==> src/rtl/spwm_demod.sv <==
// Sine-PWM demodulator: measures rise-to-rise period and high time of pwm_in and
// emits a signed sample per period. Optional glitch filter: define SPWM_DEMOD_FILTER_EN.
module spwm_demod #(
    parameter int CNT_WIDTH = 16,
    parameter int TIMEOUT   = 4096,
    parameter int FILT_LEN  = 4
) (
    input  logic                 clk,
    input  logic                 rst_n,
    input  logic                 pwm_in,
    output logic [CNT_WIDTH-1:0] period_o,
    output logic [CNT_WIDTH-1:0] high_o,
    output logic [CNT_WIDTH:0]   sample_o,
    output logic                 valid_o,
    output logic                 timeout_o,
    output logic                 level_o,
    output logic                 locked_o
);

    localparam logic [0:0] ST_IDLE  = 1'b0;
    localparam logic [0:0] ST_ARMED = 1'b1;

    localparam logic [CNT_WIDTH-1:0] CNT_MAX   = {CNT_WIDTH{1'b1}};
    localparam logic [CNT_WIDTH-1:0] TIMEOUT_C = CNT_WIDTH'(TIMEOUT);
    localparam logic [CNT_WIDTH-1:0] CNT_ONE   = CNT_WIDTH'(1);

    logic                 sync1_r;
    logic                 sync2_r;
    logic                 pwm_s;
    logic                 pwm_d_r;
    logic                 rise_r;
    logic [0:0]           state_r;
    logic [CNT_WIDTH-1:0] cnt_r;
    logic [CNT_WIDTH-1:0] hcnt_r;
    logic [CNT_WIDTH-1:0] cnt_inc_s;
    logic [CNT_WIDTH-1:0] hcnt_inc_s;
    logic [CNT_WIDTH:0]   diff_s;
    logic                 timeout_s;
    logic [CNT_WIDTH-1:0] period_r;
    logic [CNT_WIDTH-1:0] high_r;
    logic [CNT_WIDTH:0]   sample_r;
    logic                 valid_r;
    logic                 timeout_r;
    logic                 level_r;
    logic                 locked_r;

    // Two-flop synchronizer for the asynchronous PWM input.
    always_ff @(posedge clk or negedge rst_n) begin
        if (!rst_n) begin
            sync1_r <= 1'b0;
            sync2_r <= 1'b0;
        end else begin
            sync1_r <= pwm_in;
            sync2_r <= sync1_r;
        end
    end

`ifdef SPWM_DEMOD_FILTER_EN
    localparam int FW = $clog2(FILT_LEN + 1);

    logic          filt_r;
    logic [FW-1:0] fcnt_r;

    // Glitch filter: follow the synchronized level only after FILT_LEN agreeing samples.
    always_ff @(posedge clk or negedge rst_n) begin
        if (!rst_n) begin
            filt_r <= 1'b0;
            fcnt_r <= '0;
        end else if (sync2_r == filt_r) begin
            fcnt_r <= '0;
        end else if (fcnt_r == FW'(FILT_LEN - 1)) begin
            filt_r <= sync2_r;
            fcnt_r <= '0;
        end else begin
            fcnt_r <= fcnt_r + FW'(1);
        end
    end

    assign pwm_s = filt_r;
`else
    assign pwm_s = sync2_r;
`endif

    // Edge register; pwm_d_r stays aligned with rise_r so the counters see a consistent view.
    always_ff @(posedge clk or negedge rst_n) begin
        if (!rst_n) begin
            pwm_d_r <= 1'b0;
            rise_r  <= 1'b0;
        end else begin
            pwm_d_r <= pwm_s;
            rise_r  <= pwm_s & ~pwm_d_r;
        end
    end

    // Saturating increments, signed sample and timeout decision.
    always_comb begin
        cnt_inc_s  = cnt_r;
        hcnt_inc_s = hcnt_r;
        if (cnt_r != CNT_MAX) begin
            cnt_inc_s = cnt_r + CNT_ONE;
        end else begin
            cnt_inc_s = cnt_r;
        end
        if (hcnt_r != CNT_MAX) begin
            hcnt_inc_s = hcnt_r + CNT_ONE;
        end else begin
            hcnt_inc_s = hcnt_r;
        end
        diff_s    = {1'b0, hcnt_r} - {2'b00, cnt_r[CNT_WIDTH-1:1]};
        timeout_s = (state_r == ST_ARMED) && !rise_r && (cnt_r == TIMEOUT_C);
    end

    // Period/high counters; both restart at 1 so the rise cycle itself is counted.
    always_ff @(posedge clk or negedge rst_n) begin
        if (!rst_n) begin
            cnt_r  <= '0;
            hcnt_r <= '0;
        end else if (rise_r) begin
            cnt_r  <= CNT_ONE;
            hcnt_r <= CNT_ONE;
        end else begin
            cnt_r <= cnt_inc_s;
            if (pwm_d_r) begin
                hcnt_r <= hcnt_inc_s;
            end else begin
                hcnt_r <= hcnt_r;
            end
        end
    end

    // IDLE/ARMED control and output registers; a rise beats a simultaneous timeout.
    always_ff @(posedge clk or negedge rst_n) begin
        if (!rst_n) begin
            state_r   <= ST_IDLE;
            period_r  <= '0;
            high_r    <= '0;
            sample_r  <= '0;
            valid_r   <= 1'b0;
            timeout_r <= 1'b0;
            level_r   <= 1'b0;
            locked_r  <= 1'b0;
        end else begin
            valid_r <= 1'b0;
            case (state_r)
                ST_IDLE: begin
                    if (rise_r) begin
                        state_r  <= ST_ARMED;
                        locked_r <= 1'b1;
                    end
                end
                ST_ARMED: begin
                    if (rise_r) begin
                        period_r  <= cnt_r;
                        high_r    <= hcnt_r;
                        sample_r  <= diff_s;
                        valid_r   <= 1'b1;
                        timeout_r <= 1'b0;
                    end else if (timeout_s) begin
                        timeout_r <= 1'b1;
                        level_r   <= pwm_d_r;
                        state_r   <= ST_IDLE;
                        locked_r  <= 1'b0;
                    end
                end
                default: begin
                    state_r  <= ST_IDLE;
                    locked_r <= 1'b0;
                end
            endcase
        end
    end

    assign period_o  = period_r;
    assign high_o    = high_r;
    assign sample_o  = sample_r;
    assign valid_o   = valid_r;
    assign timeout_o = timeout_r;
    assign level_o   = level_r;
    assign locked_o  = locked_r;

endmodule

==> config.mk <==
export PLATFORM = sky130hd
export DESIGN_NAME = spwm_demod
export DESIGN_NICKNAME = d
export VERILOG_FILES = /design/src/rtl/spwm_demod.sv
export SDC_FILE = /design/constraint.sdc
export NUM_CORES = 1
export LEC_CHECK = 0
export ABC_AREA = 1
export CORE_MARGIN = 2
export CORE_UTILIZATION = 51
export CTS_CLUSTER_SIZE = 30
export DETAILED_ROUTE_END_ITERATION = 10
export GPL_ROUTABILITY_DRIVEN = 1
export GPL_TIMING_DRIVEN = 0
export MAX_ROUTING_LAYER = met4
export PLACE_DENSITY = 0.71
export SETUP_SLACK_MARGIN = 0.4
export SLEW_MARGIN = 20
export SYNTH_ARGS = -nofsm -noshare
export SYNTH_HDL_FRONTEND = slang
export SYNTH_SLANG_ARGS = --single-unit
==> constraint.sdc <==
create_clock -name clk -period 2 [get_ports clk]
set_input_delay 0.5 -clock clk [delete_from_list [all_inputs] [get_ports clk]]
set_output_delay 0.5 -clock clk [all_outputs]
set_load 0.005 [all_outputs]
==> results_tabular.tex <==
\begin{tabular}{lr}
\hline
Metric & Value \\
\hline
\multicolumn{2}{l}{\textbf{Worst setup path}} \\
\quad Crit path buf inv count & 5 \\
\quad Kind of start point of the critical path & flop \\
\quad Maximum single-stage delay on the critical path & 0.45 ns \\
\quad Critical path data required time & 2.28 ns \\
\quad Sort of element at the end of the critical path & flop \\
\quad Critical path type & reg -> reg \\
\quad Signal arrival time at the worst endpoint & 2.05 ns \\
\quad Reg2reg start & cnt\_r[1]\$\_DFFE\_PN0P\_ \\
\quad Cell-by-cell listing of the critical path & buf\_6 > buf\_12 > ha\_4 > nand2\_2 > inv\_2 > nand2\_4 > nor2\_4 > nand4\_1 > buf\_4 > buf\_8 > o31ai\_2 \\
\quad Worst setup path startpoint & cnt\_r[1]\$\_DFFE\_PN0P\_ \\
\quad Critical path's top delay family & buffers and inverters \\
\quad Slowest CP cell & dfrtp\_2 \\
\quad Largest fanout of any net on the critical path & 5 \\
\multicolumn{2}{l}{\textbf{Timing}} \\
\quad RSZ-0062 raised after global routing & true \\
\quad Worst hold slack across all endpoints & 0.0648 ns \\
\quad Final setup skew & 0.0133 ns \\
\quad Relative slew margins & 0.445 \\
\quad Number of setup violations in the final report & 0 \\
\quad Final critical delay including setup and external delays & 1.77 ns \\
\quad Slew at the pin with the worst max-slew slack & 0.833 ns \\
\quad Fin worst setup slack & 0.230 ns \\
\quad Final Max Tran Viols & 0 \\
\quad Share of the clock period used by the worst path & 0.885 \\
\quad Fin. Hold Viols & 0 \\
\quad Timing-limited maximum frequency & 0.565 GHz \\
\multicolumn{2}{l}{\textbf{Yosys}} \\
\quad Register area share after synthesis & 0.455 \\
\quad Cell type contributing the most total cell area after synthesis & dfrtp\_1 \\
\quad Fraction of registers with async set/reset & 1.00 \\
\quad Post-synthesis average cell area & 7.53 sq um \\
\quad Most frequent cell after synthesis & nand2\_1 \\
\quad Leading post-synthesis cells by cell area & dfrtp\_1, nand2\_1, inv\_1 \\
\quad Netlist Area Pre-Place & 4940 sq um \\
\quad Synthesized instance count & 657 \\
\quad Top cells by count, synth & nand2\_1, dfrtp\_1, inv\_1 \\
\quad Primary FF master, synth & dfrtp\_1 \\
\quad Post-synth cell types & 35 \\
\quad Yosys warns & 0 \\
\quad Post-synth EDFFs & 0 \\
\quad Synthesized netlist net count & 679 \\
\quad Yosys top cell area share & 0.455 \\
\quad \#FFs+latches synth & 90 \\
\multicolumn{2}{l}{\textbf{CTS}} \\
\quad Clock slew seen by the registers of the worst setup and hold paths & 0.10 ns \\
\quad Clock tree from TritonCTS & built \\
\quad Master cell of the clock root buffer & clkbuf\_8 \\
\quad Level count of the clock H-tree & 3 \\
\quad Hold-fix buffers, CTS & 0 \\
\quad TritonCTS Buffers & 9 \\
\quad Maximum clock insertion buffer count & 2 \\
\quad Clk\_lat worst skew & 0.37 ns \\
\quad CTS sink count & 90 \\
\multicolumn{2}{l}{\textbf{Detailed routing}} \\
\quad DR pass1 iterations & 6 \\
\quad Antenna-violating nets left & 0 \\
\quad Wire length per cell & 16.7 um \\
\quad Ratio of routed vias to standard cells & 5.55 \\
\quad Final Routed Wirelength & 15500 um \\
\quad Detailed Route Iter0 Violations & 354 \\
\quad Via count & 5137 \\
\quad Residual DRC count & 0 \\
\multicolumn{2}{l}{\textbf{GRT}} \\
\quad Largest net degree at the start of global routing & 57 \\
\quad Overflow left after global routing & 0 \\
\quad Wire length of the first global-routing pass & 23500 um \\
\quad Via count of the first global-routing pass & 4707 \\
\quad Initial antenna violation count & 0 \\
\quad Overall track demand over capacity in global routing & 0.303 \\
\multicolumn{2}{l}{\textbf{Power}} \\
\quad Power per Cell Area & 903 nW/um\^{}2 \\
\quad Lkg Pwr & 3.54 nW \\
\quad VDD IR-drop max & 0.503 mV \\
\multicolumn{2}{l}{\textbf{Floorplanning}} \\
\quad Initial Util & 0.530 \\
\quad I/O Pins & 56 \\
\quad Chip height & 102 um \\
\quad Floorplan core area & 9330 sq um \\
\quad Horiz. Die Dim & 102 um \\
\quad Die outline area & 10500 sq um \\
\quad Number of rows in the core area & 35 \\
\multicolumn{2}{l}{\textbf{Finish}} \\
\quad Post-synthesis to final-layout area growth & 41.7\% \\
\quad Fraction of final layout cells with drive strength greater than 1 & 0.300 \\
\quad Ant. Diodes & 0 \\
\quad Net count reported at finish & 813 \\
\multicolumn{2}{l}{\textbf{Place}} \\
\quad Number of buffers added on ports & 55 \\
\quad Total half-perimeter wirelength after legalization and detailed placement & 10100 um \\
\quad Final RePlAce weighted congestion & 0.951 \\
\quad Worst slack at placement & 0.0715 ns \\
\multicolumn{2}{l}{\textbf{Job}} \\
\quad Max-cap violation count & 0 \\
\multicolumn{2}{l}{\textbf{Hold path}} \\
\quad Kind of path behind the tightest hold check & in -> async \\
\multicolumn{2}{l}{\textbf{Status}} \\
\quad Outcome & completed \\
\hline
\end{tabular}
## power by group
group	switching [mW]	internal, mW
sequential	0.207	2.11
clock	0.698	0.582
combinational	1.47	1.27
total	2.37	3.96
## cells in the final DEF (no fill, tap or decap), types with 3 or more instances in the layout
cell type        n
nand2_1        163
dfrtp_1         69
inv_1           66
buf_4           62
dlygate4sd2_1   53
o21ai_0         47
nand3_1         39
nand2_2         35
nor2_1          34
nand4_1         31
dfrtp_2         21
ha_4            15
a21oi_1         12
inv_2            9
nor2_2           9
nor3_1           9
clkbuf_8         9
inv_4            8
o21ai_1          8
clkbuf_1         7
nand2_4          6
nand3_2          6
nand3_4          6
buf_6            6
nor2_4           5
xor2_1           5
clkbuf_2         4
a21oi_2          4
buf_2            3
o21ai_2          3
nor3_2           3
## per-stage QoR
step	instance area (sq um)	power [mW]	utilization	std cells	TNS, ns
2_1_floorplan	5010	3.42	-	657	0
3_3_place_gp	5720	4.19	0.613	841	-251.30
3_5_place_dp	5740	4.24	0.616	842	0
4_1_cts	6470	5.80	0.693	894	0
5_1_grt	7010	6.72	0.751	925	0
6_report	7010	6.33	0.751	925	0
## final timing paths
path / end / slack (ns) / cells after the start
worst max-delay path: cnt_r[2]$_DFFE_PN0P_ / 0.23 / 11
worst min-delay path: period_o[10]$_DFFE_PN0P_ / 0.06 / 1
worst max register to register: cnt_r[2]$_DFFE_PN0P_ / 0.23 / 11
worst min register to register: pwm_s$_DFF_PN0_ / 0.36 / 0
max in group asynchronous: hcnt_r[3]$_DFFE_PN0P_ / 1.26 / 2
min in group clk: pwm_s$_DFF_PN0_ / 0.36 / 0
## flip-flops by register name, indices dropped and copies added (netlist names)
signal	flops
sample_o	17
cnt_r	16
hcnt_r	16
high_o	16
period_o	16
level_o	1
locked_o	1
pwm_d_r	1
pwm_s	1
rise_r	1
state_r	1
sync1_r	1
timeout_o	1
valid_o	1
## cells by family after synthesis
kind of cell,count (synthesis),share of synthesized area
flip-flops,90,0.455
AND/OR/NAND/NOR,354,0.310
buffers and inverters,102,0.0792
XOR/XNOR,7,0.0124
adder cells (fa/ha/maj),19,0.0496
AO/OA/AOI/OAI,85,0.0931
## layer usage
layer / wire length, um / up-vias / global-route usage
met5: 0 / - / -
li1: - / 2419 / -
met1: 6380 / 2442 / 0.402
met3: 1060 / 52 / 0.0486
met2: 7550 / 224 / 0.477
met4: 473 / 0 / 0.0964
## final cells by class
cell class,count,area (sq um)
inverter,86,353
clock buffer,10,128
clock inverter,6,65.1
multi-input combinational,465,2880
sequential,90,2280
fill,722,2320
timing repair buffer,123,1050
tap,129,161
buffer,16,95.1
## what timing repair did
item / 4_1_cts / 5_1_grt
setup endpoints to repair: 124 / 46
cloned: 0 / 1
pin swaps: 14 / 24
gates resized for setup: 147 / 94
setup buffers: 36 / 30
Note: power is estimated with default switching activity, not from simulation.
